File: src/rtl/ga_sync_irq_if.sv
// Bus between the CRTC/CPU side and the gate-array sync/interrupt block.
// The master drives sync inputs and CPU strobes. The slave returns INT, MODE and monitor syncs.
interface ga_sync_irq_if;
   logic       CLKEN;
   logic       HSYNC_IN;
   logic       VSYNC_IN;
   logic       INT_ACK;
   logic       INT_CLR;
   logic [1:0] MODE_IN;
   logic       INT;
   logic [1:0] MODE;
   logic       HS_OUT;
   logic       VS_OUT;
   logic       CSYNC;
   logic [5:0] LINE_CNT;

   modport master (
      output CLKEN, HSYNC_IN, VSYNC_IN, INT_ACK, INT_CLR, MODE_IN,
      input  INT, MODE, HS_OUT, VS_OUT, CSYNC, LINE_CNT
   );

   modport slave (
      input  CLKEN, HSYNC_IN, VSYNC_IN, INT_ACK, INT_CLR, MODE_IN,
      output INT, MODE, HS_OUT, VS_OUT, CSYNC, LINE_CNT
   );
endinterface

File: src/rtl/ga_sync_irq.sv
// Gate-array CRTC sync consumer: monitor HS/VS/CSYNC generation, screen-mode latch at HSYNC,
// and the 52-line CPU interrupt counter with VSYNC resync.
module ga_sync_irq #(
   parameter int unsigned HS_DELAY  = 2,
   parameter int unsigned HS_WIDTH  = 4,
   parameter int unsigned VS_DELAY  = 2,
   parameter int unsigned VS_WIDTH  = 4,
   parameter int unsigned INT_LINES = 52
) (
   input logic          CLOCK,
   input logic          nRESET,
   ga_sync_irq_if.slave bus
);
   localparam int unsigned HS_END     = HS_DELAY + HS_WIDTH;
   localparam int unsigned VS_END     = VS_DELAY + VS_WIDTH;
   localparam int unsigned RESYNC_MIN = 32;

   logic       hs_q, vs_q;
   logic [3:0] hs_cnt;
   logic [2:0] vs_hcnt;
   logic       vs_active;
   logic       hs_out_q, vs_out_q, int_q;
   logic [1:0] mode_q;
   logic [5:0] line_cnt_q;

   logic       hs_fall, vs_rise;
   logic [2:0] vs_base, vs_inc;
   logic       vs_count, resync, raise, int_nxt;
   logic [5:0] line_inc, line_nxt;

   assign hs_fall = bus.CLKEN & hs_q & ~bus.HSYNC_IN;
   assign vs_rise = bus.CLKEN & ~vs_q & bus.VSYNC_IN;

   // A fresh VSYNC restarts the edge count, so a coincident HSYNC edge counts as its first
   always_comb begin
      vs_base  = vs_rise ? 3'd0 : vs_hcnt;
      vs_inc   = vs_base + 3'd1;
      vs_count = hs_fall & bus.VSYNC_IN & (vs_rise | vs_active);
      resync   = vs_count & (vs_inc == 3'(VS_DELAY));
   end

   // Line counter and INT: clear beats everything, an INT raise beats a same-cycle acknowledge
   always_comb begin
      line_inc = line_cnt_q + 6'd1;
      line_nxt = line_cnt_q;
      int_nxt  = int_q;
      raise    = 1'b0;
      if (resync) begin
         line_nxt = 6'd0;
         raise    = (line_cnt_q >= 6'(RESYNC_MIN));
      end else if (hs_fall) begin
         if (line_inc == 6'(INT_LINES)) begin
            line_nxt = 6'd0;
            raise    = 1'b1;
         end else begin
            line_nxt = line_inc;
         end
      end
      if (raise)
         int_nxt = 1'b1;
      if (bus.INT_ACK) begin
         if (!raise)
            int_nxt = 1'b0;
         line_nxt = line_nxt & 6'h1F;
      end
      if (bus.INT_CLR) begin
         line_nxt = 6'd0;
         int_nxt  = 1'b0;
      end
   end

   always_ff @(posedge CLOCK) begin
      if (!nRESET) begin
         hs_q       <= 1'b0;
         vs_q       <= 1'b0;
         hs_cnt     <= 4'd0;
         vs_hcnt    <= 3'd0;
         vs_active  <= 1'b0;
         hs_out_q   <= 1'b0;
         vs_out_q   <= 1'b0;
         int_q      <= 1'b0;
         mode_q     <= 2'd0;
         line_cnt_q <= 6'd0;
      end else begin
         int_q      <= int_nxt;
         line_cnt_q <= line_nxt;
         if (bus.CLKEN) begin
            hs_q <= bus.HSYNC_IN;
            vs_q <= bus.VSYNC_IN;
            if (bus.HSYNC_IN) begin
               if (hs_cnt != 4'hF)
                  hs_cnt <= hs_cnt + 4'd1;
               hs_out_q <= (hs_cnt >= 4'(HS_DELAY)) && (hs_cnt < 4'(HS_END));
               if (hs_cnt == 4'(HS_DELAY))
                  mode_q <= bus.MODE_IN;
            end else begin
               hs_cnt   <= 4'd0;
               hs_out_q <= 1'b0;
            end
            if (!bus.VSYNC_IN) begin
               vs_active <= 1'b0;
               vs_out_q  <= 1'b0;
            end else if (vs_count) begin
               vs_hcnt   <= vs_inc;
               vs_active <= 1'b1;
               if (vs_inc == 3'(VS_DELAY))
                  vs_out_q <= 1'b1;
               if (vs_inc == 3'(VS_END)) begin
                  vs_out_q  <= 1'b0;
                  vs_active <= 1'b0;
               end
            end else if (vs_rise) begin
               vs_hcnt   <= 3'd0;
               vs_active <= 1'b1;
            end
         end
      end
   end

   assign bus.INT      = int_q;
   assign bus.MODE     = mode_q;
   assign bus.HS_OUT   = hs_out_q;
   assign bus.VS_OUT   = vs_out_q;
   assign bus.CSYNC    = hs_out_q ^ vs_out_q;
   assign bus.LINE_CNT = line_cnt_q;
endmodule

File: src/flat_wrapper.sv
// flat-port wrapper written by rule: the top's interface ports become plain ports
module ga_sync_irq_flat 
#(
   parameter int unsigned HS_DELAY  = 2,
   parameter int unsigned HS_WIDTH  = 4,
   parameter int unsigned VS_DELAY  = 2,
   parameter int unsigned VS_WIDTH  = 4,
   parameter int unsigned INT_LINES = 52
)
  (CLOCK, nRESET, bus_CLKEN, bus_HSYNC_IN, bus_VSYNC_IN, bus_INT_ACK, bus_INT_CLR, bus_MODE_IN, bus_INT, bus_MODE, bus_HS_OUT, bus_VS_OUT, bus_CSYNC, bus_LINE_CNT);
  ga_sync_irq_if bus_i ();
  input logic CLOCK;
  input logic nRESET;
  input wire logic [$bits(bus_i.CLKEN)-1:0] bus_CLKEN;
  input wire logic [$bits(bus_i.HSYNC_IN)-1:0] bus_HSYNC_IN;
  input wire logic [$bits(bus_i.VSYNC_IN)-1:0] bus_VSYNC_IN;
  input wire logic [$bits(bus_i.INT_ACK)-1:0] bus_INT_ACK;
  input wire logic [$bits(bus_i.INT_CLR)-1:0] bus_INT_CLR;
  input wire logic [$bits(bus_i.MODE_IN)-1:0] bus_MODE_IN;
  output wire logic [$bits(bus_i.INT)-1:0] bus_INT;
  output wire logic [$bits(bus_i.MODE)-1:0] bus_MODE;
  output wire logic [$bits(bus_i.HS_OUT)-1:0] bus_HS_OUT;
  output wire logic [$bits(bus_i.VS_OUT)-1:0] bus_VS_OUT;
  output wire logic [$bits(bus_i.CSYNC)-1:0] bus_CSYNC;
  output wire logic [$bits(bus_i.LINE_CNT)-1:0] bus_LINE_CNT;
  assign bus_i.CLKEN = bus_CLKEN;
  assign bus_i.HSYNC_IN = bus_HSYNC_IN;
  assign bus_i.VSYNC_IN = bus_VSYNC_IN;
  assign bus_i.INT_ACK = bus_INT_ACK;
  assign bus_i.INT_CLR = bus_INT_CLR;
  assign bus_i.MODE_IN = bus_MODE_IN;
  assign bus_INT = bus_i.INT;
  assign bus_MODE = bus_i.MODE;
  assign bus_HS_OUT = bus_i.HS_OUT;
  assign bus_VS_OUT = bus_i.VS_OUT;
  assign bus_CSYNC = bus_i.CSYNC;
  assign bus_LINE_CNT = bus_i.LINE_CNT;
  ga_sync_irq #(.HS_DELAY(HS_DELAY), .HS_WIDTH(HS_WIDTH), .VS_DELAY(VS_DELAY), .VS_WIDTH(VS_WIDTH), .INT_LINES(INT_LINES)) u_core (.CLOCK(CLOCK), .nRESET(nRESET), .bus(bus_i));
endmodule
File: config.mk
export PLATFORM = sky130hd
export DESIGN_NAME = ga_sync_irq_flat
export DESIGN_NICKNAME = d
export VERILOG_FILES = /design/src/rtl/ga_sync_irq_if.sv /design/src/rtl/ga_sync_irq.sv /design/src/flat_wrapper.sv
export SDC_FILE = /design/constraint.sdc
export NUM_CORES = 1
export LEC_CHECK = 0
export ABC_AREA = 1
export ABC_CLOCK_PERIOD_IN_PS = 1370
export BUFFER_PORTS_ARGS = -buffer_cell sky130_fd_sc_hd__buf_2
export CAP_MARGIN = 20
export CORE_ASPECT_RATIO = 0.6
export CORE_MARGIN = 2
export CORE_UTILIZATION = 48
export DETAILED_ROUTE_END_ITERATION = 8
export PLACE_DENSITY = 0.73
export SLEW_MARGIN = 10
export SYNTH_ARGS = -nofsm -noshare
export SYNTH_HDL_FRONTEND = slang
export SYNTH_SLANG_ARGS = --single-unit
export TNS_END_PERCENT = 20
File: constraint.sdc
create_clock -name CLOCK -period 1.37 [get_ports CLOCK]
set_input_delay 0.0685 -clock CLOCK [delete_from_list [all_inputs] [get_ports CLOCK]]
set_output_delay 0.0685 -clock CLOCK [all_outputs]
set_load 0.01 [all_outputs]
==> impl_metrics.ini, run 1 <==
[run_status]
run_status = finished, final reports clean

[timing]
finalHoldViolations = 0
worst_slew_pin_slew_ps = 385.7
rsz0062_at_grt = yes
layout_min_cycle_time_ps = 1314
fin_hold_ws_ps = 34.87
layout_worst_path_cycle_share_pct = 95.89
finalSetupViolations = 0
clock.fmax_mhz = 761.2
finalClockSkew_ps = 5.290
worst_slew_margin_rel_pct = 74.19
slew_violations = 0
setup-tns-final_ps = 0

[synthesis]
async_reset_ff_share_pct = 0
synthMostInstantiatedCell = nand2_1
yosys.area.top_type = dfxtp_1
mappedNetlistArea_um2 = 1154
synth-warning-count = 0
mean_syn_cell_area_um2 = 7.077
ys_dominant_reg_cell = dfxtp_1
synth_top_area_share_pct = 36.44
synth_seq_cells = 21
synthDistinctLibCells = 20
netlist_instances = 163
synth.net_count = 177
ys_top_cells_by_area = dfxtp_1, nand2_1, inv_1
synth_edf_count = 0
list_of_most_frequent_post_synthesis_cells = nand2_1, inv_1, dfxtp_1, nand3_1, a21oi_1
post_synthesis_sequential_area_ratio_pct = 36.44

[critical_path]
setup.worst_path.start_class = flip-flop
worstSetupEndpoint = u_core.bus.INT
critical_path_arrival_ps = 1520
worst_r2r_startpoint = u_core.vs_q
crit_type = flip-flop to flip-flop
timing.critical_path.required_ps = 1580
depth_of_the_most_critical_reg_to_reg_path = 12
cpPeakStageDelay_ps = 330
setup.reg_to_reg.worst_slack_ps = 60
regToRegEndpoint = u_core.bus.INT
critical_path_cell_count = 12
crit_path_max_fanout = 3
worstPathBufferInverterCount = 3
cell_with_the_largest_stage_delay_on_the_worst_path = dfxtp_2
startpoint = u_core.vs_q
endpoint_kind = flip-flop
crit_path_cell_trace = inv_2 > nand3_4 > nand2_2 > inv_2 > ha_4 > inv_2 > nand2_2 > nand2_4 > nand3_1 > nand2_1 > nand2_1 > nand2_1
delay_heaviest_family_cp = simple AND/OR/NAND/NOR gates

[power]
power.share.sequential_pct = 54.1
p_sw_share_pct = 24.68
power_density_nw_per_um2 = 766.6
vdd_ir_drop_max_uv = 685.5
power.share.clock_pct = 34.6
power.net_switching_mw = 0.2883
power.leakage_nw = 0.6834
cell_internal_pwr_mw = 0.8800
comb_power_share_pct = 11.3
design_power_total_mw = 1.168

[final_layout]
area.growth.synth_to_final_pct = 32.10
nets = 214
fraction_of_layout_cells_with_a_size_suffix_above_1_pct = 34.17
antenna_cells_inserted = 0
fillers = 176

[cts]
clock_tree.root_cell = clkbuf_8
postCtsSetupBuffers = 0
tritoncts = built
htree_levels = 1
clk_path_buf_depth = 2
cts_inserted_buffers = 3
clkTransAtPathRegs_ps = 80
clock_sink_count = 21
clock_insertion_delay_at_the_later_pin_of_the_skew_report_ps = 260

[floorplanning]
die_area_um2 = 2825
dieHeight_um = 41.98
die_span_in_x_um = 67.29
io_pins = 21
initial_core_util_pct = 52.15
placement_rows = 13
placeable_core_region_um2 = 2212

[drt]
viasPerCell = 5.192
post_detailed_route_count_of_antenna_violating_nets = 0
drt_pre_antenna_iters = 4
vias = 1189
route.final.wire_length_mm = 2.890
detail_route.drc_violations = 0
routedWlPerCell_um = 12.62
detailedRoute.firstIterationViolations = 110

[placement]
place.port_buffers = 20
detailed_placement_hpwl_mm = 2.142
gp_congestion = 0.9114

[hold_path]
timing.hold.worst.class = input port to flip-flop

[grt]
grt_start_max_net_pins = 12
grt.overflow.total = 0
global_route.usage.total_pct = 22.15
grt_pass1_wl_mm = 4.747
grt_antenna_before_repair = 0
grt_pass1_vias = 1128

[run]
cap_violations = 0
## how the worst min path moves through the flow
stage | from | end | slack, ps | cells past startpoint
final | bus_MODE_IN[0] | u_core.bus.MODE[0] | 30 | 3
after global routing | bus_MODE_IN[1] | u_core.bus.MODE[1] | 50 | 3
after CTS | bus_MODE_IN[0] | u_core.bus.MODE[0] | 30 | 3
after detailed placement | bus_MODE_IN[0] | u_core.bus.MODE[0] | 300 | 3
after global placement | bus_MODE_IN[0] | u_core.bus.MODE[0] | 290 | 3
after floorplan | nRESET | u_core.bus.VS_OUT | 190 | 2
## power groups by stage
stage / sequential (mW) / clock (mW) / combinational, mW
2_1_floorplan: 0.646 / 0 / 0.0708
3_3_place_gp: 0.645 / 0 / 0.115
3_5_place_dp: 0.645 / 0 / 0.120
4_1_cts: 0.631 / 0.418 / 0.122
5_1_grt: 0.634 / 0.455 / 0.145
6_report: 0.632 / 0.404 / 0.132
## worst min-delay path, stage by stage
cell and delay [ps]:
buf_2 70, nor2_1 30, nor2_1 80
## cells by family after synthesis
logic type	Yosys count	synth area share, %
compound gates	25	11.28
xor+xnor	3	2.278
buf+inv	28	9.762
fa+ha+maj	5	5.423
simple gates	81	34.81
flops	21	36.44
## state kept, by name, summed over array words and instances, names as in the netlist, 2 cells and up
| register | cells |
|---|---|
| u_core.vs_hcnt | 3 |
| u_core.hs_cnt | 4 |
| u_core.bus.LINE_CNT | 6 |
| u_core.bus.MODE | 2 |
## stage by stage
step	util (%)	worst slack [ps]	area (um2)	std cells
2_1_floorplan	-	45.69	1154	163
3_3_place_gp	62.27	16.47	1378	225
3_5_place_dp	62.27	-77.81	1378	225
4_1_cts	65.27	-9.946	1444	229
5_1_grt	68.89	-26.50	1524	229
6_report	68.89	56.36	1524	229
## layout by cell type (no fill, tap or decap), types with 2 or more instances in the layout
cell type / synthesis / layout
dfxtp_2: 0 / 4
nor2_1: 15 / 14
nand2_4: 1 / 5
a21oi_1: 16 / 16
nand3_1: 17 / 15
nor2_4: 2 / 2
buf_2: 0 / 20
xor2_1: 3 / 3
nand3_4: 2 / 3
dfxtp_1: 21 / 17
inv_1: 27 / 22
o21ai_0: 7 / 6
nand2_1: 34 / 27
inv_2: 0 / 4
clkbuf_8: 0 / 3
nor3_2: 1 / 2
ha_4: 0 / 2
nand2_2: 2 / 5
buf_4: 0 / 13
nand4_1: 4 / 4
ha_1: 5 / 2
## per-layer routing
layer	vias to the layer above	GRT usage, %	wire length (um)
met5	-	0	0
met4	0	4.490	14
met3	2	6.720	256
met2	47	35.05	1431
met1	541	29.80	1188
li1	599	-	-
## area by class of cell
class	count	area, um2	area share, %
multi-input combinational	114	714.4	46.88
clock buffer	4	45.04	2.956
timing repair buffer	33	197.7	12.97
sequential	21	425.4	27.91
inverter	27	103.9	6.814
tap	30	37.54	2.463
## repair_timing
item,4_1_cts,5_1_grt
gates resized for setup,9,24
hold buffers,0,0
pin swaps,2,6
endpoints found under the setup margin,10,15
cloned,0,0
(Power assumes the default switching activity.)
==> inputs of run 2 (changes only) <==
--- a/config.mk
+++ b/config.mk
@@ -7,13 +7,13 @@
 export LEC_CHECK = 0
 export ABC_AREA = 1
 export ABC_CLOCK_PERIOD_IN_PS = 1370
-export BUFFER_PORTS_ARGS = -buffer_cell sky130_fd_sc_hd__buf_2
 export CAP_MARGIN = 20
 export CORE_ASPECT_RATIO = 0.6
 export CORE_MARGIN = 2
-export CORE_UTILIZATION = 48
+export CORE_UTILIZATION = 50
 export DETAILED_ROUTE_END_ITERATION = 8
-export PLACE_DENSITY = 0.73
+export DONT_BUFFER_PORTS = 1
+export PLACE_DENSITY = 0.68
 export SLEW_MARGIN = 10
 export SYNTH_ARGS = -nofsm -noshare
 export SYNTH_HDL_FRONTEND = slang
==> impl_metrics.ini, run 2 (synthesis results as in run 1) <==
[run_status]
run_status = finished, final reports clean

[drt]
detail_route.drc_violations = 0
vias = 1129
drt_pre_antenna_iters = 4
viasPerCell = 5.251
routedWlPerCell_um = 14.03
route.final.wire_length_mm = 3.017
detailedRoute.firstIterationViolations = 103
post_detailed_route_count_of_antenna_violating_nets = 0

[timing]
finalHoldViolations = 0
finalSetupViolations = 0
worst_slew_pin_slew_ps = 351.0
rsz0062_at_grt = yes
finalClockSkew_ps = 1.637
clock.fmax_mhz = 745.0
slew_violations = 0
fin_ws_ps = 27.73
worst_slew_margin_rel_pct = 76.52
layout_min_cycle_time_ps = 1342
layout_worst_path_cycle_share_pct = 97.98

[cts]
clock_tree.root_cell = clkbuf_8
htree_levels = 1
cts_inserted_buffers = 3
tritoncts = built
clkTransAtPathRegs_ps = 70
clock_insertion_delay_at_the_later_pin_of_the_skew_report_ps = 260
clock_sink_count = 21
clk_path_buf_depth = 2

[grt]
grt_antenna_before_repair = 0
grt_pass1_vias = 1006
global_route.usage.total_pct = 23.65
grt.overflow.total = 0
grt_pass1_wl_mm = 4.526
grt_start_max_net_pins = 12

[critical_path]
setup.worst_path.start_class = flip-flop
path_common_cell = inv_2
cell_with_the_largest_stage_delay_on_the_worst_path = dfxtp_2
timing.critical_path.required_ps = 1560
crit_path_cell_trace = inv_2 > nand3_4 > nand2_2 > inv_2 > ha_4 > inv_2 > nand2_2 > nand2_4 > nand2_1 > nand3_1 > nand2_1 > nor2_1
crit_type = flip-flop to flip-flop
cpPeakStageDelay_ps = 330
delay_heaviest_family_cp = simple AND/OR/NAND/NOR gates
crit_path_max_fanout = 3
worstPathBufferInverterCount = 3
critical_path_arrival_ps = 1540
endpoint_kind = flip-flop

[final_layout]
area.growth.synth_to_final_pct = 27.22
most-common-layout-cells = nand2_1, inv_1, dfxtp_1
flip_flop_count_of_the_largest_register_all_copies_and_words_added = 6
antenna_cells_inserted = 0
most_common_library_cell_in_the_layout_ignoring_fill_and_taps = nand2_1
nets = 200
fraction_of_layout_cells_with_a_size_suffix_above_1_pct = 23.24
design_area_um2 = 1468

[floorplanning]
io_pins = 21
dieHeight_um = 41.21
placement_rows = 13
die_area_um2 = 2720
die_span_in_x_um = 66.01
initial_core_util_pct = 52.93
placeable_core_region_um2 = 2180

[placement]
dpl_cell_area_um2 = 1277
gp_congestion = 0.8833
post-place-ws_ps = -78.69
detailed_placement_hpwl_mm = 2.023
place.port_buffers = 0

[power]
power.net_switching_mw = 0.2684
cell_internal_pwr_mw = 0.8750
power.leakage_nw = 0.6160
comb_power_share_pct = 9.6
power_density_nw_per_um2 = 779.0
power.share.sequential_pct = 55.5
power.share.clock_pct = 34.9
vdd_ir_drop_max_uv = 696.4
p_sw_share_pct = 23.47

[run]
cap_violations = 0

[hold_path]
timing.hold.worst.class = input port to flip-flop
## run 2: through the flow
step           instances  hold slack [ps]  setup TNS, ps  power (mW)  util, %
6_report             215            18.48              0       1.143    67.34
5_1_grt              215            22.89         -113.8       1.195    67.34
4_1_cts              215            4.027              0       1.146    64.75
3_5_place_dp         205            186.2         -339.5      0.7311    58.61
3_3_place_gp         205            181.1              0      0.7275    58.61
2_1_floorplan        163            190.4              0      0.7170        -
## run 2: power groups by stage
| stage | Sequential, mW | Combinational, mW | Clock [mW] |
|---|---|---|---|
| after global routing | 0.635 | 0.121 | 0.439 |
| final | 0.634 | 0.110 | 0.399 |
| after detailed placement | 0.647 | 0.0836 | 0 |
| after CTS | 0.633 | 0.105 | 0.408 |
| after global placement | 0.646 | 0.0811 | 0 |
| after floorplan | 0.646 | 0.0708 | 0 |
## run 2: metal layers
layer / global-route usage [%] / up-vias / share of wire, %
li1: - / 573 / -
met1: 29.82 / 522 / 48
met2: 39.14 / 32 / 44
met3: 7.967 / 2 / 7.2
met4: 8.163 / 0 / 0.56
met5: 0 / - / 0
## run 2: path summary, 6_finish.rpt
check / from / end / slack, ps / cells after the start
max: u_core.vs_q / u_core.bus.VS_OUT / 30 / 12
min: bus_CLKEN / u_core.vs_q / 20 / 3
max reg2reg: u_core.vs_q / u_core.bus.VS_OUT / 30 / 12
min reg2reg: u_core.vs_q / u_core.vs_q / 480 / 2
## run 2: layout make-up
class                           instances  area (um2)
Fill cell                             199       711.9
Multi-Input combinational cell        114       701.9
Sequential cell                        21       421.7
Timing Repair Buffer                   19       157.7
Inverter                               27       103.9
Clock buffer                            4       45.04
Tap cell                               30       37.54
## run 2: timing repair
action	4_1_cts	5_1_grt
gates cloned	0	0
pin swaps	1	6
setup buffers	0	0
endpoints found under the setup margin	9	15
resized for setup	10	17
endpoints found under the hold margin	9	0
hold buffers	6	0
## run 2: worst reg2reg max path: cells and delay by family, from the launching register on
kind                     cells  cell delay [ps]
AND/OR/NAND/NOR              8              620
flip-flops                   1              330
buffers and inverters        3              160
adder cells (fa/ha/maj)      1              170
==> inputs of run 3 (changes only) <==
--- a/config.mk
+++ b/config.mk
@@ -8,12 +8,11 @@
 export ABC_AREA = 1
 export ABC_CLOCK_PERIOD_IN_PS = 1370
 export CAP_MARGIN = 20
-export CORE_ASPECT_RATIO = 0.6
 export CORE_MARGIN = 2
-export CORE_UTILIZATION = 50
+export CORE_UTILIZATION = 55
 export DETAILED_ROUTE_END_ITERATION = 8
 export DONT_BUFFER_PORTS = 1
-export PLACE_DENSITY = 0.68
+export PLACE_DENSITY = 0.73
 export SLEW_MARGIN = 10
 export SYNTH_ARGS = -nofsm -noshare
 export SYNTH_HDL_FRONTEND = slang
==> constraint.sdc (replaced) <==
create_clock -name CLOCK -period 1.37 [get_ports CLOCK]
set_input_delay 0.137 -clock CLOCK [delete_from_list [all_inputs] [get_ports CLOCK]]
set_output_delay 0.137 -clock CLOCK [all_outputs]
set_load 0.01 [all_outputs]
==> impl_metrics.ini, run 3 (synthesis results as in run 1) <==
[cts]
clkTransAtPathRegs_ps = 110
clock_tree.root_cell = clkbuf_4
clock_insertion_delay_at_the_later_pin_of_the_skew_report_ps = 290
cts_inserted_buffers = 3
clock_sink_count = 21
htree_levels = 1
tritoncts = built
clk_path_buf_depth = 2

[power]
power_density_nw_per_um2 = 719.2
vdd_ir_drop_max_uv = 632.5
power.leakage_nw = 0.6100

[run]
cap_violations = 0

[critical_path]
crit_type = flip-flop to flip-flop
critical_path_cell_count = 11
startpoint = u_core.vs_q
setup.worst_path.start_class = flip-flop
worst_r2r_startpoint = u_core.vs_q
delay_heaviest_family_cp = simple AND/OR/NAND/NOR gates
critical_path_arrival_ps = 1640
worstSetupEndpoint = u_core.bus.VS_OUT
crit_path_max_fanout = 4
setup.reg_to_reg.worst_slack_ps = -30
timing.critical_path.required_ps = 1610
worstPathBufferInverterCount = 3
path_common_cell = nand2_2
endpoint_kind = flip-flop
cell_with_the_largest_stage_delay_on_the_worst_path = dfxtp_2
cpPeakStageDelay_ps = 340
crit_path_cell_trace = inv_2 > nand3_4 > buf_4 > buf_4 > nand2_1 > nand2_2 > nand2_2 > nand2_2 > nand3_2 > nand2_2 > nor2_1
regToRegEndpoint = u_core.bus.VS_OUT
depth_of_the_most_critical_reg_to_reg_path = 11

[drt]
viasPerCell = 5.187
detail_route.drc_violations = 0
post_detailed_route_count_of_antenna_violating_nets = 0
detailedRoute.firstIterationViolations = 24
route.final.wire_length_mm = 2.651
drt_pre_antenna_iters = 5
routedWlPerCell_um = 12.39
vias = 1110

[final_layout]
fillers = 168
most_common_library_cell_in_the_layout_ignoring_fill_and_taps = nand2_1
nets = 202
most-common-layout-cells = nand2_1, inv_1, dfxtp_1
flip_flop_count_of_the_largest_register_all_copies_and_words_added = 6
area.growth.synth_to_final_pct = 25.27
fraction_of_layout_cells_with_a_size_suffix_above_1_pct = 26.20
finalNonFillerCells = 214
antenna_cells_inserted = 0

[timing]
finalSetupViolations = 2
finalHoldViolations = 0
layout_worst_path_cycle_share_pct = 102.4
fin_ws_ps = -33.41
clock.fmax_mhz = 712.5
rsz0062_at_grt = yes
finalClockSkew_ps = 3.000
slew_violations = 0
worst_slew_margin_rel_pct = 75.72
worst_slew_pin_slew_ps = 362.9
fin_hold_ws_ps = 16.14
layout_min_cycle_time_ps = 1403

[grt]
grt_pass1_vias = 1012
grt_pass1_wl_mm = 4.284
global_route.usage.total_pct = 22.57
grt_antenna_before_repair = 0
grt.overflow.total = 0
grt_start_max_net_pins = 12

[placement]
gp_congestion = 0.8516
detailed_placement_hpwl_mm = 1.841
placed_cell_count = 201
post-place-ws_ps = -58.21
place.port_buffers = 0

[floorplanning]
die_area_um2 = 2480
initial_core_util_pct = 58.80
placeable_core_region_um2 = 1962
placement_rows = 16
dieHeight_um = 49.80
io_pins = 21
die_span_in_x_um = 49.80

[run_status]
run_status = complete, but fails checks
violated_checks = negative setup slack

[hold_path]
min_path_cells = 2
timing.hold.worst.class = input port to flip-flop
run 3: timing repair:
item | CTS | global route
pin swaps | 0 | 11
setup endpoints to repair | 10 | 11
buffers inserted | 0 | 3
gates resized for setup | 8 | 19
hold buffers | 6 | 0
gates cloned | 0 | 0
hold endpoints to repair | 9 | 0
run 3: worst min path at each step:
stage                         start                end  slack [ps]
final                     bus_CLKEN  u_core.bus.VS_OUT          20
after global placement    bus_CLKEN        u_core.hs_q         250
after floorplan              nRESET  u_core.bus.VS_OUT         260
after CTS                 bus_CLKEN  u_core.bus.VS_OUT          20
after global routing      bus_CLKEN  u_core.bus.VS_OUT          20
after detailed placement  bus_CLKEN        u_core.hs_q         260
run 3: cell type report:
cell class	instances	area [um2]	share of cell area [%]
Sequential cell	21	425.4	29.44
Multi-Input combinational cell	114	685.7	47.45
Tap cell	27	33.78	2.338
Timing Repair Buffer	21	172.7	11.95
Inverter	27	101.3	7.013
Clock buffer	4	26.28	1.818
run 3: worst reg2reg max path: cells and delay by family, from the launching register on:
kind,cells,cell delay (ps)
simple gates,8,640
flops,1,340
buf+inv,3,350
run 3: metrics by stage:
stage          util, %  setup TNS (ps)  area (um2)  total power, mW
2_1_floorplan        -               0        1154           0.7170
3_3_place_gp     64.54               0        1266           0.7299
3_5_place_dp     64.54          -325.8        1266           0.7350
4_1_cts          69.77               0        1369            1.039
5_1_grt          73.66          -420.5        1445            1.085
6_report         73.66          -56.65        1445            1.039
run 3: routing by layer:
metal | GRT usage, % | share of wire, %
met1 | 26.62 | 40
met2 | 39.56 | 53
met3 | 4.848 | 3.7
met4 | 8.796 | 2.7
met5 | 0 | 0
run 3: report_power, final:
group	internal, mW	switching [mW]	total (mW)	leakage [nW]
clock	0.113	0.172	0.285	0.0150
combinational	0.0519	0.0677	0.120	0.423
sequential	0.624	0.0104	0.634	0.172
